<file path="src/rtl/regfile_scoreboard.sv">
// -----------------------------------------------------------------------------
// regfile_scoreboard
//
// A 2-read/1-write register file with one pending (scoreboard) bit per
// register. It sits between decode/issue and writeback:
//   - issue reserves a destination (sets its pending bit),
//   - writeback stores data and clears the pending bit,
//   - the read ports return operand data and whether that operand is ready.
//
// Parameters
//   DATA_WIDTH  bits per register
//   DEPTH       number of registers (power of 2, >= 2)
//   ADDR_WIDTH  address width, 2**ADDR_WIDTH >= DEPTH
//   ZERO_REG    1: register 0 is hard-wired zero (never written or pending)
//
// Ports
//   clk          clock, all state updates on the rising edge
//   reset        synchronous, active-high; clears data, pending bits, count
//   wr_en        writeback strobe
//   wr_addr      writeback destination
//   wr_data      writeback data
//   rsv_en       reserve strobe (issued instruction with a destination)
//   rsv_addr     register to mark pending
//   rd_addr_1/2  read addresses
//   rd_data_1/2  combinational read data
//   rd_valid_1/2 1 = addressed register is not pending
//   pending_cnt  registered count of pending registers
//
// Build option
//   REGFILE_BYPASS_EN  when defined, a read of the register being written in
//                      the same cycle returns wr_data directly. Without it,
//                      new data becomes visible the cycle after the write.
//
// Addresses at or above DEPTH are out of range: writes and reserves to them
// are dropped, reads return 0 with valid=1.
// -----------------------------------------------------------------------------
module regfile_scoreboard #(
    parameter int DATA_WIDTH = 64,
    parameter int DEPTH      = 16,
    parameter int ADDR_WIDTH = 5,
    parameter int ZERO_REG   = 1
) (
    input  logic                  clk,
    input  logic                  reset,
    input  logic                  wr_en,
    input  logic [ADDR_WIDTH-1:0] wr_addr,
    input  logic [DATA_WIDTH-1:0] wr_data,
    input  logic                  rsv_en,
    input  logic [ADDR_WIDTH-1:0] rsv_addr,
    input  logic [ADDR_WIDTH-1:0] rd_addr_1,
    input  logic [ADDR_WIDTH-1:0] rd_addr_2,
    output logic [DATA_WIDTH-1:0] rd_data_1,
    output logic [DATA_WIDTH-1:0] rd_data_2,
    output logic                  rd_valid_1,
    output logic                  rd_valid_2,
    output logic [ADDR_WIDTH:0]   pending_cnt
);

    localparam int                IDX_W   = (DEPTH > 1) ? $clog2(DEPTH) : 1;
    // Carries one extra bit so DEPTH == 2**ADDR_WIDTH still compares correctly.
    localparam logic [ADDR_WIDTH:0] DEPTH_W = (ADDR_WIDTH+1)'(DEPTH);

    typedef struct packed {
        logic                  valid;
        logic [DATA_WIDTH-1:0] data;
    } rd_t;

    logic [DATA_WIDTH-1:0] regs_q [DEPTH];
    logic [DEPTH-1:0]      pending_q, pending_d;
    logic [ADDR_WIDTH:0]   cnt_q, cnt_d;

    logic                  wr_ok, rsv_ok;
    logic [IDX_W-1:0]      wr_idx, rsv_idx;
    rd_t                   rd_1, rd_2;

    // An address is writable/reservable if it is in range and is not the
    // hard-wired zero register.
    function automatic logic addr_ok(input logic [ADDR_WIDTH-1:0] a);
        logic in_range;
        logic is_zero;
        in_range = ({1'b0, a} < DEPTH_W);
        is_zero  = (ZERO_REG != 0) && (a == '0);
        return in_range && !is_zero;
    endfunction

    assign wr_ok   = wr_en  && addr_ok(wr_addr);
    assign rsv_ok  = rsv_en && addr_ok(rsv_addr);
    assign wr_idx  = wr_addr[IDX_W-1:0];
    assign rsv_idx = rsv_addr[IDX_W-1:0];

    // Next pending vector and its popcount. The reserve is applied after the
    // writeback so a same-address write+reserve leaves the register pending:
    // the newly issued producer owns it.
    always_comb begin
        // NOTE: every variable gets a default before any conditional update,
        // otherwise an unassigned path would infer a latch.
        pending_d = pending_q;
        if (wr_ok)  pending_d[wr_idx]  = 1'b0;
        if (rsv_ok) pending_d[rsv_idx] = 1'b1;

        cnt_d = '0;
        for (int i = 0; i < DEPTH; i++) begin
            cnt_d = cnt_d + (ADDR_WIDTH+1)'(pending_d[i]);
        end
    end

    always_ff @(posedge clk) begin
        if (reset) begin
            // NOTE: the data array is cleared on reset because reads must
            // return 0 afterwards; this rules out mapping it onto a RAM macro.
            for (int i = 0; i < DEPTH; i++) begin
                regs_q[i] <= '0;
            end
            pending_q <= '0;
            cnt_q     <= '0;
        end else begin
            // NOTE: state is updated with non-blocking assignments so every
            // register samples pre-edge values regardless of statement order.
            if (wr_ok) regs_q[wr_idx] <= wr_data;
            pending_q <= pending_d;
            cnt_q     <= cnt_d;
        end
    end

    // One read port: out-of-range and zero-register reads give 0/valid.
    function automatic rd_t read_port(input logic [ADDR_WIDTH-1:0] a);
        rd_t r;
        r.valid = 1'b1;
        r.data  = '0;
        if (addr_ok(a)) begin
`ifdef REGFILE_BYPASS_EN
            if (wr_ok && (wr_addr == a)) begin
                r.data  = wr_data;
                r.valid = !(rsv_ok && (rsv_addr == a));
            end else begin
                r.data  = regs_q[a[IDX_W-1:0]];
                r.valid = !pending_q[a[IDX_W-1:0]];
            end
`else
            r.data  = regs_q[a[IDX_W-1:0]];
            r.valid = !pending_q[a[IDX_W-1:0]];
`endif
        end
        return r;
    endfunction

    always_comb begin
        rd_1 = read_port(rd_addr_1);
        rd_2 = read_port(rd_addr_2);
    end

    assign rd_data_1   = rd_1.data;
    assign rd_valid_1  = rd_1.valid;
    assign rd_data_2   = rd_2.data;
    assign rd_valid_2  = rd_2.valid;
    assign pending_cnt = cnt_q;

endmodule
</file>
<file path="config.mk">
export PLATFORM = sky130hd
export DESIGN_NAME = regfile_scoreboard
export DESIGN_NICKNAME = d
export VERILOG_FILES = /design/src/rtl/regfile_scoreboard.sv
export SDC_FILE = /design/constraint.sdc
export NUM_CORES = 2
export LEC_CHECK = 0
export CORE_MARGIN = 1.5
export CORE_UTILIZATION = 40
export DETAILED_ROUTE_END_ITERATION = 16
export PLACE_DENSITY_LB_ADDON = 0.08
export SYNTH_ARGS = -nofsm -noshare
export SYNTH_HDL_FRONTEND = slang
export SYNTH_SLANG_ARGS = --single-unit
</file>
<file path="constraint.sdc">
create_clock -name clk -period 6.7 [get_ports clk]
set_clock_uncertainty 0.05 [all_clocks]
set_input_delay 1.34 -clock clk [delete_from_list [all_inputs] [get_ports clk]]
set_output_delay 1.34 -clock clk [all_outputs]
set_load 0.01 [all_outputs]
</file>
==> results.tsv <==
stage	metric	value	unit
run_status	status	completed	
finish	n_fill_cell	11200	
global_route	overflow	0	
power	intPower	11.2	mW
logic_synthesis	yosys_warnings	0	
global_route	grt_util_all_layers	27.8	%
setup_path	cpPeakStageDelay	0.62	ns
floorplan	die-area	131000	µm²
power	p_comb_share	11.8	%
logic_synthesis	yosysMostFrequentCell	and2_1	
clocking	cts_tree	built	
floorplan	core_area	128000	µm²
setup_path	path_cells	clkdlybuf4s50_1 -> nor4bb_1 -> nand3_1 -> a32oi_1 -> fa_1 -> fa_1 -> fa_1 -> inv_1 -> fa_1 -> ha_1 -> inv_1 -> fa_1 -> inv_1 -> a21oi_1 -> nor3b_1	
finish	drive_gt1_share	22.2	%
clocking	root_buffer	clkbuf_16	
drt	wl_per_cell	34.2	µm
finish	seq_area	29200	µm²
setup_path	critPathCaptureType	register	
logic_synthesis	netlist_instances	3487	
logic_synthesis	syn_area_per_cell	14.8	µm²
logic_synthesis	synthTopCellsByCount	and2_1 (962), edfxtp_1 (960), mux4_2 (389)	
timing	tns	0	ns
global_route	grt_pass1_vias	34700	
timing	finalHoldViolCount	0	
drt	routed_wl	183000	µm
global_route	grt_first_pass_wirelength	258000	µm
logic_synthesis	synth_cell_types	43	
logic_synthesis	async_reset_ff_share	0	%
run	maxCapViolCount	0	
timing	worst_pin_slew	1.24	ns
timing	timing.fmax	179	MHz
logic_synthesis	ys_ff_latch	981	
logic_synthesis	synthFlopType	edfxtp_1	
placed_design	dp_hpwl	99200	µm
setup_path	cp_common_cell	fa_1	
timing	final_max_slew_viol_count	0	
logic_synthesis	seq_area_frac_synth	56.7	%
placed_design	preCtsSetupSlack	0.410	ns
clocking	cts_setup_buffers	0	
clocking	clkLatencyLatePin	0.73	ns
timing	rsz0062_at_grt	false	
clocking	clkTransAtPathRegs	0.06	ns
hold_path	hold_class	reg -> reg	
clocking	hold_buffers	0	
setup_path	worstPathRequired	7.30	ns
setup_path	path_buf_inv	4	
power	finalPower	14.9	mW
setup_path	start_kind	primary input	
drt	ant_nets	0	
floorplan	start_util	40.4	%
logic_synthesis	synth_edf_count	960	
power	switching_power	3.74	mW
logic_synthesis	synth_top_area_cell	edfxtp_1	
timing	slew_headroom	16.9	%
clocking	htree_levels	3	
power	swShare	25.0	%
timing	setup_viol	0	
logic_synthesis	synth_area	51600	µm²
timing	fin_crit_sh	83.5	%
logic_synthesis	synth_nets	3590	
power	p_leak	20.5	nW
power	ir_drop	269	µV
timing	setup_ws	1.11	ns
setup_path	crit_fanout	5	
logic_synthesis	netlist.area_leader.share	55.9	%
drt	firstDrtPassIters	5	
finish	multiInputGateArea	21100	µm²
placed_design	placed_cells	5118	
floorplan	die_h	362	µm
setup_path	path_class	in -> reg	
floorplan	ios	224	
clocking	clk_path_buf_depth	3	
drt	drc_errors	0	
placed_design	routabilityCongestion	0.856	
drt	drt_iter0_markers	3614	
drt	num_vias	32900	
power	power.density	252	nW/µm²
clocking	cts_sinks	981	
setup_path	crit_family	adder cells	
placed_design	portBuffers	222	
floorplan	fp.dieW	362	µm
clocking	numCtsBuffers	113	
finish	layoutNonFillerInstCount	5335	
power	seq_power_share	48.4	%
clocking	cts_resized	0	
power	clkPwrFrac	39.7	%
global_route	grt_antenna_before_repair	19	
timing	fin_crit	5.59	ns
drt	viasPerCell	6.16	
setup_path	cp.arrival	6.19	ns
logic_synthesis	synth.area.top_cells	edfxtp_1 (56%), mux4_2 (17%), and2_1 (12%)	
finish	area.growth.synth_to_final	14.9	%
setup_path	cpMaxStageDelayCell	nor4bb_1	
floorplan	row_count	131	
finish	final_nets	3674	
global_route	grt_max_degree	77	
cells in the final DEF, fill, tap and decap left out, types with 3 or more instances in the layout:
master / instances
a22o_1: 134
a22oi_1: 260
a32oi_1: 6
and2_1: 960
buf_12: 27
buf_4: 71
buf_6: 4
bufinv_16: 4
clkbuf_1: 30
clkbuf_16: 116
clkbuf_8: 3
clkdlybuf4s50_1: 216
clkinv_1: 30
clkinv_2: 18
clkinvlp_4: 3
dfxtp_1: 21
diode_2: 9
edfxtp_1: 960
fa_1: 10
ha_1: 5
inv_1: 14
mux2_2: 129
mux2i_1: 3
mux4_2: 389
nand2_1: 140
nand2b_1: 3
nand2b_4: 15
nand3_1: 7
nor2_1: 22
nor2_4: 9
nor2b_1: 9
nor3_1: 3
nor3_4: 3
nor3b_2: 4
state kept, by name, indices dropped and copies added (netlist names):
signal	count
pending_q	16
regs_q	960
pending_cnt	5
final cells by class:
| type | count | share of cell area [%] |
|---|---|---|
| diodes | 9 | 0.0380 |
| clock buffers | 149 | 5.15 |
| clock inverters | 59 | 0.696 |
| inverters | 14 | 0.0886 |
| multi-input cells | 2141 | 35.6 |
| flip-flops and latches | 981 | 49.3 |
| well taps | 1662 | 3.51 |
| repair buffers | 320 | 5.58 |
power groups by stage:
stage / sequential (mW) / clock [mW] / combinational [mW]
2_1_floorplan: 7.31 / 0 / 1.03
3_3_place_gp: 7.32 / 0 / 1.76
3_5_place_dp: 7.36 / 0 / 1.77
4_1_cts: 7.23 / 6.01 / 1.78
5_1_grt: 7.27 / 6.24 / 1.86
6_report: 7.24 / 5.94 / 1.77
per-stage QoR:
stage               area, µm²  utilization (%)  hold WS [ns]
CTS                     59300             46.4         0.434
global route            59300             46.4         0.445
finish                  59300             46.4         0.424
floorplan               51600                -         0.384
detailed placement      55800             43.7         0.423
global placement        55800             43.7         0.426
routing by layer:
layer	vias up	track usage, %	share of wire (%)	wire [µm]
met3	280	4.42	7.7	14000
li1	13600	-	-	-
met1	17500	37.9	41	75200
met4	8	8.30	2.6	4830
met2	1469	45.8	48	88500
met5	-	0	0.032	58
kinds of logic (layout without fill, tap and decap cells):
kind of cell | Yosys count | in the layout | synth area share, %
simple gates | 1194 | 1194 | 13.8
flops | 981 | 981 | 56.7
mux | 521 | 521 | 19.8
compound gates | 408 | 408 | 6.28
buf+inv | 365 | 542 | 2.87
fa+ha+maj | 15 | 15 | 0.509
xor+xnor | 2 | 2 | 0.0339
other cells | 1 | 10 | 0.00727
tightest hold or removal path, stage by stage, from the launching register on:
cell	delay, ns
dfxtp_1	0.30
inv_1	0.08
nor2_1	0.05
final timing paths:
path                 startpoint  cells after the start  slack [ns]              to
hold / removal     pending_q[0]                      2        0.42    pending_q[0]
hold reg to reg    pending_q[0]                      2        0.42    pending_q[0]
setup reg to reg  pending_q[11]                     12        2.83  pending_cnt[4]
setup / recovery          wr_en                     15        1.11  pending_cnt[4]
(Power assumes the default switching activity.)
